==> config.mk <==
export PLATFORM = sky130hd
export DESIGN_NAME = seg_scan_display_flat
export DESIGN_NICKNAME = d
export VERILOG_FILES = /design/src/rtl/seg_scan_display_pkg.sv /design/src/rtl/seg_scan_display_if.sv /design/src/rtl/seg_scan_display_decode.sv /design/src/rtl/seg_scan_display.sv /design/src/flat_wrapper.sv
export SDC_FILE = /design/constraint.sdc
export NUM_CORES = 1
export LEC_CHECK = 0
export ABC_AREA = 0
export ABC_CLOCK_PERIOD_IN_PS = 2300
export CORE_ASPECT_RATIO = 0.6
export CORE_UTILIZATION = 53
export CTS_BUF_LIST = sky130_fd_sc_hd__clkbuf_4 sky130_fd_sc_hd__clkbuf_8
export DETAILED_ROUTE_END_ITERATION = 10
export PLACE_DENSITY_LB_ADDON = 0.05
export SYNTH_ARGS = -nofsm -noshare
export SYNTH_HDL_FRONTEND = slang
export SYNTH_SLANG_ARGS = --single-unit
==> constraint.sdc <==
create_clock -name clk -period 2.3 [get_ports clk]
set_input_delay 0.345 -clock clk [delete_from_list [all_inputs] [get_ports clk]]
set_output_delay 0.345 -clock clk [all_outputs]
set_load 0.02 [all_outputs]
==> src/rtl/seg_scan_display_pkg.sv <==
// seg_scan_display_pkg: shared constants for the HH.MM.SS scan driver.
// Holds segment codes, digit-slot indices and the BCD 7-seg table.
package seg_scan_display_pkg;

   localparam logic [7:0] SEG_BLANK = 8'hFF;
   localparam logic [7:0] SEG_DASH  = 8'hBF;

   localparam logic [2:0] IDX_H1   = 3'd0;
   localparam logic [2:0] IDX_H0   = 3'd1;
   localparam logic [2:0] IDX_M1   = 3'd2;
   localparam logic [2:0] IDX_M0   = 3'd3;
   localparam logic [2:0] IDX_S1   = 3'd4;
   localparam logic [2:0] IDX_S0   = 3'd5;
   localparam logic [2:0] IDX_LAST = IDX_S0;

   localparam logic [2:0] SEL_RUN  = 3'd4;

   localparam logic [5:0] DIG_FIRST = 6'b10_0000;

   // Active-low {g,f,e,d,c,b,a}; anything above 9 shows a dash.
   function automatic logic [6:0] seg7_code(input logic [3:0] bcd);
      logic [6:0] c;
      case (bcd)
         4'd0:    c = 7'h40;
         4'd1:    c = 7'h79;
         4'd2:    c = 7'h24;
         4'd3:    c = 7'h30;
         4'd4:    c = 7'h19;
         4'd5:    c = 7'h12;
         4'd6:    c = 7'h02;
         4'd7:    c = 7'h78;
         4'd8:    c = 7'h00;
         4'd9:    c = 7'h10;
         default: c = SEG_DASH[6:0];
      endcase
      return c;
   endfunction

endpackage

==> src/rtl/seg_scan_display_if.sv <==
// seg_scan_display_if: timer core -> display digit/select bus.
// master = timer core (drives), slave = display (reads only).
interface seg_scan_display_if;

   logic       edit_en;
   logic [2:0] sel;
   logic [3:0] h1;
   logic [3:0] h0;
   logic [3:0] m1;
   logic [3:0] m0;
   logic [3:0] s1;
   logic [3:0] s0;

   modport master (
      output edit_en, sel,
      output h1, h0, m1, m0, s1, s0
   );

   modport slave (
      input edit_en, sel,
      input h1, h0, m1, m0, s1, s0
   );

endinterface

==> src/rtl/seg_scan_display_decode.sv <==
// seg7_decode: combinational BCD digit to active-low 7-seg pattern.
// Ports: bcd (4b digit in), seg_n (7b {g..a} out, active-low).
module seg7_decode
   import seg_scan_display_pkg::*;
(
   input  logic [3:0] bcd,
   output logic [6:0] seg_n
);

   assign seg_n = seg7_code(bcd);

endmodule

==> src/rtl/seg_scan_display.sv <==
// seg_scan_display: 6-digit multiplexed 7-seg driver with edit blink
// and expiry flash. Ports: clk, rst_n, tmr (slave digit/select bus),
// seg_n {dp,g..a} and dig_n (bit5=h1..bit0=s0) active-low, alarm.
module seg_scan_display
   import seg_scan_display_pkg::*;
#(
   parameter int SCAN_DIV      = 50_000,
   parameter int BLINK_DIV     = 12_500_000,
   parameter int ALARM_TOGGLES = 10
) (
   input  logic              clk,
   input  logic              rst_n,
   seg_scan_display_if.slave tmr,
   output logic [7:0]        seg_n,
   output logic [5:0]        dig_n,
   output logic              alarm
);

   localparam int SW = (SCAN_DIV > 1) ? $clog2(SCAN_DIV) : 1;
   localparam int BW = (BLINK_DIV > 1) ? $clog2(BLINK_DIV) : 1;
   localparam int AW = (ALARM_TOGGLES > 1) ?
                       $clog2(ALARM_TOGGLES) : 1;

   localparam logic [SW-1:0] SCAN_TC  = SW'(SCAN_DIV - 1);
   localparam logic [BW-1:0] BLINK_TC = BW'(BLINK_DIV - 1);
   localparam logic [AW-1:0] ALARM_TC = AW'(ALARM_TOGGLES - 1);

   logic [SW-1:0] scan_cnt;
   logic [2:0]    idx;
   logic [BW-1:0] blink_cnt;
   logic          phase;
   logic [23:0]   snap;
   logic [23:0]   live;
   logic [2:0]    sel_q;
   logic [AW-1:0] alarm_cnt;

   logic          scan_tc;
   logic          blink_tc;
   logic          frame_wrap;
   logic          expire;
   logic          alarm_clr;
   logic [3:0]    cur_bcd;
   logic [6:0]    cur_seg;
   logic          dp_on;
   logic          edit_blank;
   logic          flash_blank;
   logic [7:0]    seg_d;
   logic [5:0]    dig_d;

   assign live = {tmr.h1, tmr.h0, tmr.m1,
                  tmr.m0, tmr.s1, tmr.s0};

   assign scan_tc    = (scan_cnt == SCAN_TC);
   assign blink_tc   = (blink_cnt == BLINK_TC);
   assign frame_wrap = scan_tc && (idx == IDX_LAST);

   // Expiry is judged on frame snapshots, so a mid-frame
   // update from the timer can never fire it twice.
   assign expire = frame_wrap && (snap != '0) &&
                   (live == '0) && tmr.edit_en &&
                   (tmr.sel >= SEL_RUN);

   assign alarm_clr = !tmr.edit_en || (tmr.sel != sel_q);

   always_ff @(posedge clk or negedge rst_n) begin
      if (!rst_n) begin
         scan_cnt <= '0;
         idx      <= IDX_H1;
         snap     <= '0;
      end else if (scan_tc) begin
         scan_cnt <= '0;
         if (idx == IDX_LAST) begin
            idx  <= IDX_H1;
            snap <= live;
         end else begin
            idx <= idx + 3'd1;
         end
      end else begin
         scan_cnt <= scan_cnt + SW'(1);
      end
   end

   always_ff @(posedge clk or negedge rst_n) begin
      if (!rst_n) begin
         blink_cnt <= '0;
         phase     <= 1'b1;
      end else if (blink_tc) begin
         blink_cnt <= '0;
         phase     <= ~phase;
      end else begin
         blink_cnt <= blink_cnt + BW'(1);
      end
   end

   // Clear outranks a coincident expiry; a new expiry
   // during the flash restarts the toggle count.
   always_ff @(posedge clk or negedge rst_n) begin
      if (!rst_n) begin
         alarm     <= 1'b0;
         alarm_cnt <= '0;
         sel_q     <= '0;
      end else begin
         sel_q <= tmr.sel;
         if (alarm_clr) begin
            alarm     <= 1'b0;
            alarm_cnt <= '0;
         end else if (expire) begin
            alarm     <= 1'b1;
            alarm_cnt <= '0;
         end else if (alarm && blink_tc) begin
            if (alarm_cnt == ALARM_TC) begin
               alarm     <= 1'b0;
               alarm_cnt <= '0;
            end else begin
               alarm_cnt <= alarm_cnt + AW'(1);
            end
         end
      end
   end

   always_comb begin
      cur_bcd = snap[23:20];
      unique case (1'b1)
         (idx == IDX_H0): cur_bcd = snap[19:16];
         (idx == IDX_M1): cur_bcd = snap[15:12];
         (idx == IDX_M0): cur_bcd = snap[11:8];
         (idx == IDX_S1): cur_bcd = snap[7:4];
         (idx == IDX_S0): cur_bcd = snap[3:0];
         default:         cur_bcd = snap[23:20];
      endcase
   end

   seg7_decode u_dec (
      .bcd   (cur_bcd),
      .seg_n (cur_seg)
   );

   assign dp_on = (idx == IDX_H0) || (idx == IDX_M0);

   assign edit_blank = tmr.edit_en && (tmr.sel <= IDX_M0) &&
                       (idx == tmr.sel) && !phase;

   assign flash_blank = alarm && !phase;

   assign seg_d = (edit_blank || flash_blank) ? SEG_BLANK :
                  {~dp_on, cur_seg};

   assign dig_d = ~(DIG_FIRST >> idx);

   always_ff @(posedge clk or negedge rst_n) begin
      if (!rst_n) begin
         seg_n <= SEG_BLANK;
         dig_n <= 6'h3F;
      end else begin
         seg_n <= seg_d;
         dig_n <= dig_d;
      end
   end

endmodule
==> src/flat_wrapper.sv <==
// flat-port wrapper written by rule: the top's interface ports become plain ports
module seg_scan_display_flat import seg_scan_display_pkg::*;
#(
   parameter int SCAN_DIV      = 50_000,
   parameter int BLINK_DIV     = 12_500_000,
   parameter int ALARM_TOGGLES = 10
)
  (clk, rst_n, seg_n, dig_n, alarm, tmr_edit_en, tmr_sel, tmr_h1, tmr_h0, tmr_m1, tmr_m0, tmr_s1, tmr_s0);
  seg_scan_display_if tmr_i ();
  input  logic clk;
  input  logic rst_n;
  output logic [7:0] seg_n;
  output logic [5:0] dig_n;
  output logic alarm;
  input wire logic [$bits(tmr_i.edit_en)-1:0] tmr_edit_en;
  input wire logic [$bits(tmr_i.sel)-1:0] tmr_sel;
  input wire logic [$bits(tmr_i.h1)-1:0] tmr_h1;
  input wire logic [$bits(tmr_i.h0)-1:0] tmr_h0;
  input wire logic [$bits(tmr_i.m1)-1:0] tmr_m1;
  input wire logic [$bits(tmr_i.m0)-1:0] tmr_m0;
  input wire logic [$bits(tmr_i.s1)-1:0] tmr_s1;
  input wire logic [$bits(tmr_i.s0)-1:0] tmr_s0;
  assign tmr_i.edit_en = tmr_edit_en;
  assign tmr_i.sel = tmr_sel;
  assign tmr_i.h1 = tmr_h1;
  assign tmr_i.h0 = tmr_h0;
  assign tmr_i.m1 = tmr_m1;
  assign tmr_i.m0 = tmr_m0;
  assign tmr_i.s1 = tmr_s1;
  assign tmr_i.s0 = tmr_s0;
  seg_scan_display #(.SCAN_DIV(SCAN_DIV), .BLINK_DIV(BLINK_DIV), .ALARM_TOGGLES(ALARM_TOGGLES)) u_core (.clk(clk), .rst_n(rst_n), .tmr(tmr_i), .seg_n(seg_n), .dig_n(dig_n), .alarm(alarm));
endmodule
# After elaboration in Yosys (flattened, before gate mapping)

Memories as Yosys holds them, arrays and structs flattened.
Index checks and enable logic that the tools add are counted.

$add $sub $neg: 4
Order comparisons: 2
Equality and inequality tests: 10
Shift operators: 1
Muxes and demuxes: 13
Bitwise gates (word level): 3
Reductions and logical operators: 21

Operators with widths:

| kind                    | number |
|---|---|
| $add A24 B1 Y24 const B | 1 |
| $eq A24 B24 Y1 const B  | 1 |
| $logic_not A24 Y1       | 1 |
| $mux W24                | 1 |
| $reduce_bool A24 Y1     | 1 |
| $pmux W4 S5             | 1 |
| $add A16 B1 Y16 const B | 1 |
| $eq A16 B16 Y1 const B  | 1 |
| $mux W16                | 1 |
| $mux W4                 | 4 |
| $logic_and A1 B1 Y1     | 10 |
| $mux W8                 | 1 |
| $eq A3 B2 Y1 const B    | 2 |
| $eq A3 B3 Y1 const B    | 2 |
| $not A6 Y6              | 1 |
| $reduce_bool A3 Y1      | 2 |
| $shr A6 B3 Y6 const A   | 1 |
| $add A4 B1 Y4 const B   | 1 |
| $eq A4 B4 Y1 const B    | 1 |
| $mux W1                 | 4 |
| $reduce_and A2 Y1       | 2 |
| $add A3 B1 Y3 const B   | 1 |
| $eq A3 B1 Y1 const B    | 1 |
| $eq A3 B3 Y1            | 1 |
| 7 further kinds         | 11 |

Register bits after elaboration: 90
ROM bits: 112
Bits of input ports: 30
Output and inout port bits: 15
Word-level logic and storage cells: 65
Memories kept: 1

Memories:

| name             | words | bits a word | rd ports | clocked after Yosys merged registers in | wr ports | line                       | source |
|---|---|---|---|---|---|---|---|
| (name not given) | 16    | 7           | 1        | 0                                       | 0        | seg_scan_display_pkg.sv:23 | `case (bcd)` |

# Longest topological paths before layout

Depth in word-level cells: 8
Depth in mapped cells: 11
Gate-level depth less buffers: 8

# Modules after synthesis

Synthesis repeated with hierarchy kept, for this count alone.

Cells, all modules: 397
Area total of the unflattened synthesis: 4394.2 um^2

By module, submodules not included:

| module           | times used | cells an instance | area each (um^2) |
|---|---|---|---|
| seg_scan_display | 1          | 366               | 4154.0 |
| seg7_decode      | 1          | 31                | 240.2 |

# Least setup slack after synthesis

OpenSTA, ideal clock, no wires.

Kind: register -> register
Start: register u_core.idx[0]
End: register u_core.seg_n[0]
Arrival: 2.270 ns
Required time: 2.234 ns
Slack: -0.036 ns
Stages on the path, launching flop included: 10
Buffers on the path: 3
Cells stage by stage: dfrtp_1 buf_6 buf_2 and2_1 ha_1 clkbuf_1 a21oi_1 o31a_2 or4b_1 nand4_1

Word-level cells in the longest chain between the ends: 5

Ends and longest elaborated chain:

| what                                                   | line                    | source |
|---|---|---|
| start: declaration                                     | seg_scan_display.sv:29  | `logic [2:0] idx;` |
| start signal: assignment                               | seg_scan_display.sv:76  | `idx <= idx + 3'd1;` |
| branches (longest 4 deep; another with $mem_v2 Z16 W7) | --                      |  |
| $mux W8 (*)                                            | seg_scan_display.sv:145 | `assign seg_d = (edit_blank \|\| flash_blank) ? SEG_BLANK :` |
| named net u_core.seg_d[0]                              | seg_scan_display.sv:47  | `logic [7:0] seg_d;` |
| end signal: assignment                                 | seg_scan_display.sv:155 | `seg_n <= seg_d;` |
| end: declaration                                       | seg_scan_display.sv:14  | `output logic [7:0] seg_n,` |

Mark *: on every way through the listed nets, which the timed path passes.
A chain may end at the register's enable or synchronous reset.

# Worst setup path after layout

Start: register u_core.idx[1]
End: register u_core.seg_n[1]

Same word-level chain as after synthesis.

==> metrics.txt <==
initial antenna violation count 0; crit path cell chain and2_1, ha_2, buf_4, a211oi_1, a31oi_4, inv_1, ha_1, and2_1, o21ai_1; Boundary Pins 45; PortBufs 44; WP data arrival 2.51 ns; gpl congestion 0.838; Max Clk Rate around 450 MHz; period utilization 0.960; Primary FF master, synth dfrtp_1; first-iteration detailed-routing DRC count 240; Site Rows 25; die height 72.3 um; Seq/Total Area, Yosys 0.521; Synth area leader dfrtp_1; EDFF count, synth 0; Max clock buf depth 2; die width 119 um; Worst-Skew Late Latency 0.37 ns; Worst R2R Start u_core.idx[1]$_DFFE_PN0N_; NumNets Final 491; status finished, final reports clean; first-pass GRT wire length between 15000 and 20000 um; synthesized instance count 392; Syn Area/Cell 11.1 um2; ys async rst share 1.00; Placed Cells between 500 and 600; crit-path most repeated cell and2_1; Cell variety after synth 56; min Tclk post-route 2.21 ns; CTS tree built; Area contributors post-synth dfrtp_1, dfstp_2, mux2_1; slowest cell on the critical path dfrtp_2; CP max stage delay about 0.47 ns; Finished Layout Cells 566; vias in the first global route 2928; proportion of layout cells with a drive suffix above 1 0.159; Worst R2R Setup Slack 0.09 ns; Worst setup endpoint u_core.seg_n[1]$_DFF_PN1_; Clock Pin Slew Worst Setup and Hold Paths approximately 0.09 ns; total grt overflow 0; CP Capture Type flop; synth cell count leaders dfrtp_1, nor2_1, xnor2_1, mux2_1, nand2_1; R2R depth 9; post-synth top area share 0.430; Initial Utilization 0.551; GRT Resource Usage Total 0.248; Vias per Instance 5.74; Max-cap violations 0; Least-Margin Pin Slew ~0.56 ns; slew margin rel. 0.628; largest net degree at the start of global routing 42; Syn Nets 430; FILL cells 623; cell with the most instances after synthesis dfrtp_1; antenna-violating nets left 0; synthesized area 0.00436 mm2; Wirelength per Cell 17.6 um; worst vdd rail ir drop 0.381 mV; YS warnings 0; Layout Skew between 0.007 and 0.008 ns; hpwl dp about 7300 um; Cell Pwr Density 551 mW/mm2; CP Launch Type flop; R2R Path End u_core.seg_n[1]$_DFF_PN1_; flops & latches, synth 90; DRC 0; Final Hold Fails 0; Vias ~3300; Pre-antenna DRT Iters 5; Critical Path RT 2.60 ns; CTS sink cnt 90; Crit. Startpoint u_core.idx[1]$_DFFE_PN0N_; CTS Buf Count 9; Setup Crit Path Kind flop to flop; leakage power 2.30 nW; H-tree level count 3; Hold Path Class flop to flop; root buf cell clkbuf_8; P&R area growth vs syn 21.5%; worst-path fanout max 8; final setup fails 0; Antenna diodes 0; final wirelength about 10000 um; die area 0.00861 mm2; core area ~0.0079 mm2; post-route setup TNS 0 ns; max-slew violation count 0
## cells in the final DEF (no fill, tap or decap), types with 10 or more instances in the layout
| cell | n |
|---|---|
| buf_4 | 20 |
| a21oi_1 | 10 |
| nand3_1 | 17 |
| xnor2_1 | 25 |
| dfstp_2 | 15 |
| dfrtp_1 | 74 |
| clkdlybuf4s50_1 | 43 |
| nor4_1 | 15 |
| xor2_1 | 17 |
| clkbuf_8 | 10 |
| mux2_1 | 21 |
| nand4_1 | 10 |
| nand2_1 | 20 |
| nor2_1 | 30 |
| inv_1 | 12 |
## registers in the layout, indices dropped and copies added (netlist names)
signal,flops
u_core.blink_cnt,24
u_core.phase,1
u_core.sel_q,3
u_core.seg_n,8
u_core.idx,3
u_core.alarm,1
u_core.snap,24
u_core.dig_n,6
u_core.scan_cnt,16
u_core.alarm_cnt,4
## how the worst min path moves through the flow
stage / start / endpoint / slack [ns] / cells past startpoint
floorplan: rst_n / u_core.alarm$_DFFE_PN0P_ / 0.05 / 0
global placement: rst_n / u_core.blink_cnt[16]$_DFF_PN0_ / 0.37 / 1
detailed placement: rst_n / u_core.blink_cnt[16]$_DFF_PN0_ / 0.38 / 1
CTS: u_core.scan_cnt[0]$_DFF_PN0_ / u_core.scan_cnt[0]$_DFF_PN0_ / 0.49 / 1
global route: u_core.blink_cnt[8]$_DFF_PN0_ / u_core.blink_cnt[8]$_DFF_PN0_ / 0.52 / 1
finish: u_core.scan_cnt[0]$_DFF_PN0_ / u_core.scan_cnt[0]$_DFF_PN0_ / 0.49 / 1
## per-stage QoR
| stage | power [mW] | setup WS [ns] | utilization | area (um2) | hold slack [ns] |
|---|---|---|---|---|---|
| 3_3_place_gp | 1.75 | 0.143 | 0.635 | 5020 | 0.369 |
| 2_1_floorplan | 1.64 | 0.0270 | - | 4360 | 0.0494 |
| 4_1_cts | 2.95 | 0.0280 | 0.664 | 5260 | 0.488 |
| 3_5_place_dp | 1.75 | 0.0581 | 0.635 | 5020 | 0.380 |
| 6_report | 2.92 | 0.0909 | 0.670 | 5300 | 0.490 |
| 5_1_grt | 3.03 | -0.0175 | 0.670 | 5300 | 0.521 |
## worst max-delay path, delay by kind of cell (launching register included)
kind / cells / cell delay [ns]
AO/OA/AOI/OAI: 3 / 0.63
adder cells (fa/ha/maj): 2 / 0.45
buffers and inverters: 2 / 0.28
flip-flops: 1 / 0.47
AND/OR/NAND/NOR: 2 / 0.31
## logic make-up after synthesis
group / share of synthesized area
and+or+nand+nor: 0.186
buffers and inverters: 0.0316
adders and majority gates: 0.0230
AOI/OAI and AO/OA: 0.0780
DFF: 0.521
muxes: 0.0763
xor gates and xnor gates: 0.0844
## area by class of cell
class	instances	area, um2	share of cell area
Inverter	13	48.8	0.00921
Clock inverter	5	77.6	0.0146
Multi-Input combinational cell	273	1990	0.376
Timing Repair Buffer	66	631	0.119
Clock buffer	11	145	0.0274
Tap cell	108	135	0.0255
Sequential cell	90	2270	0.429
## timing repair
item	in CTS	in global routing
buffers inserted	0	1
gates resized for setup	0	7
hold buffers	1	0
hold endpoints to repair	37	0
setup endpoints to repair	0	5
## report_power, final
group          internal [mW]  switching [mW]  total, mW
Clock                  0.650           0.555       1.20
Sequential              1.59         0.00184       1.59
Combinational         0.0630          0.0636      0.127
Total                   2.30           0.620       2.92
## routing by layer
metal  up-vias  GRT usage  wire length, um  share of wire
met5         -          0                0              0
met4         0     0.0830              159          0.016
met3        17     0.0668              643          0.065
met2       120      0.291             3760           0.38
met1      1576      0.416             5400           0.54
li1       1537          -                -              -
(Power assumes the default switching activity.)
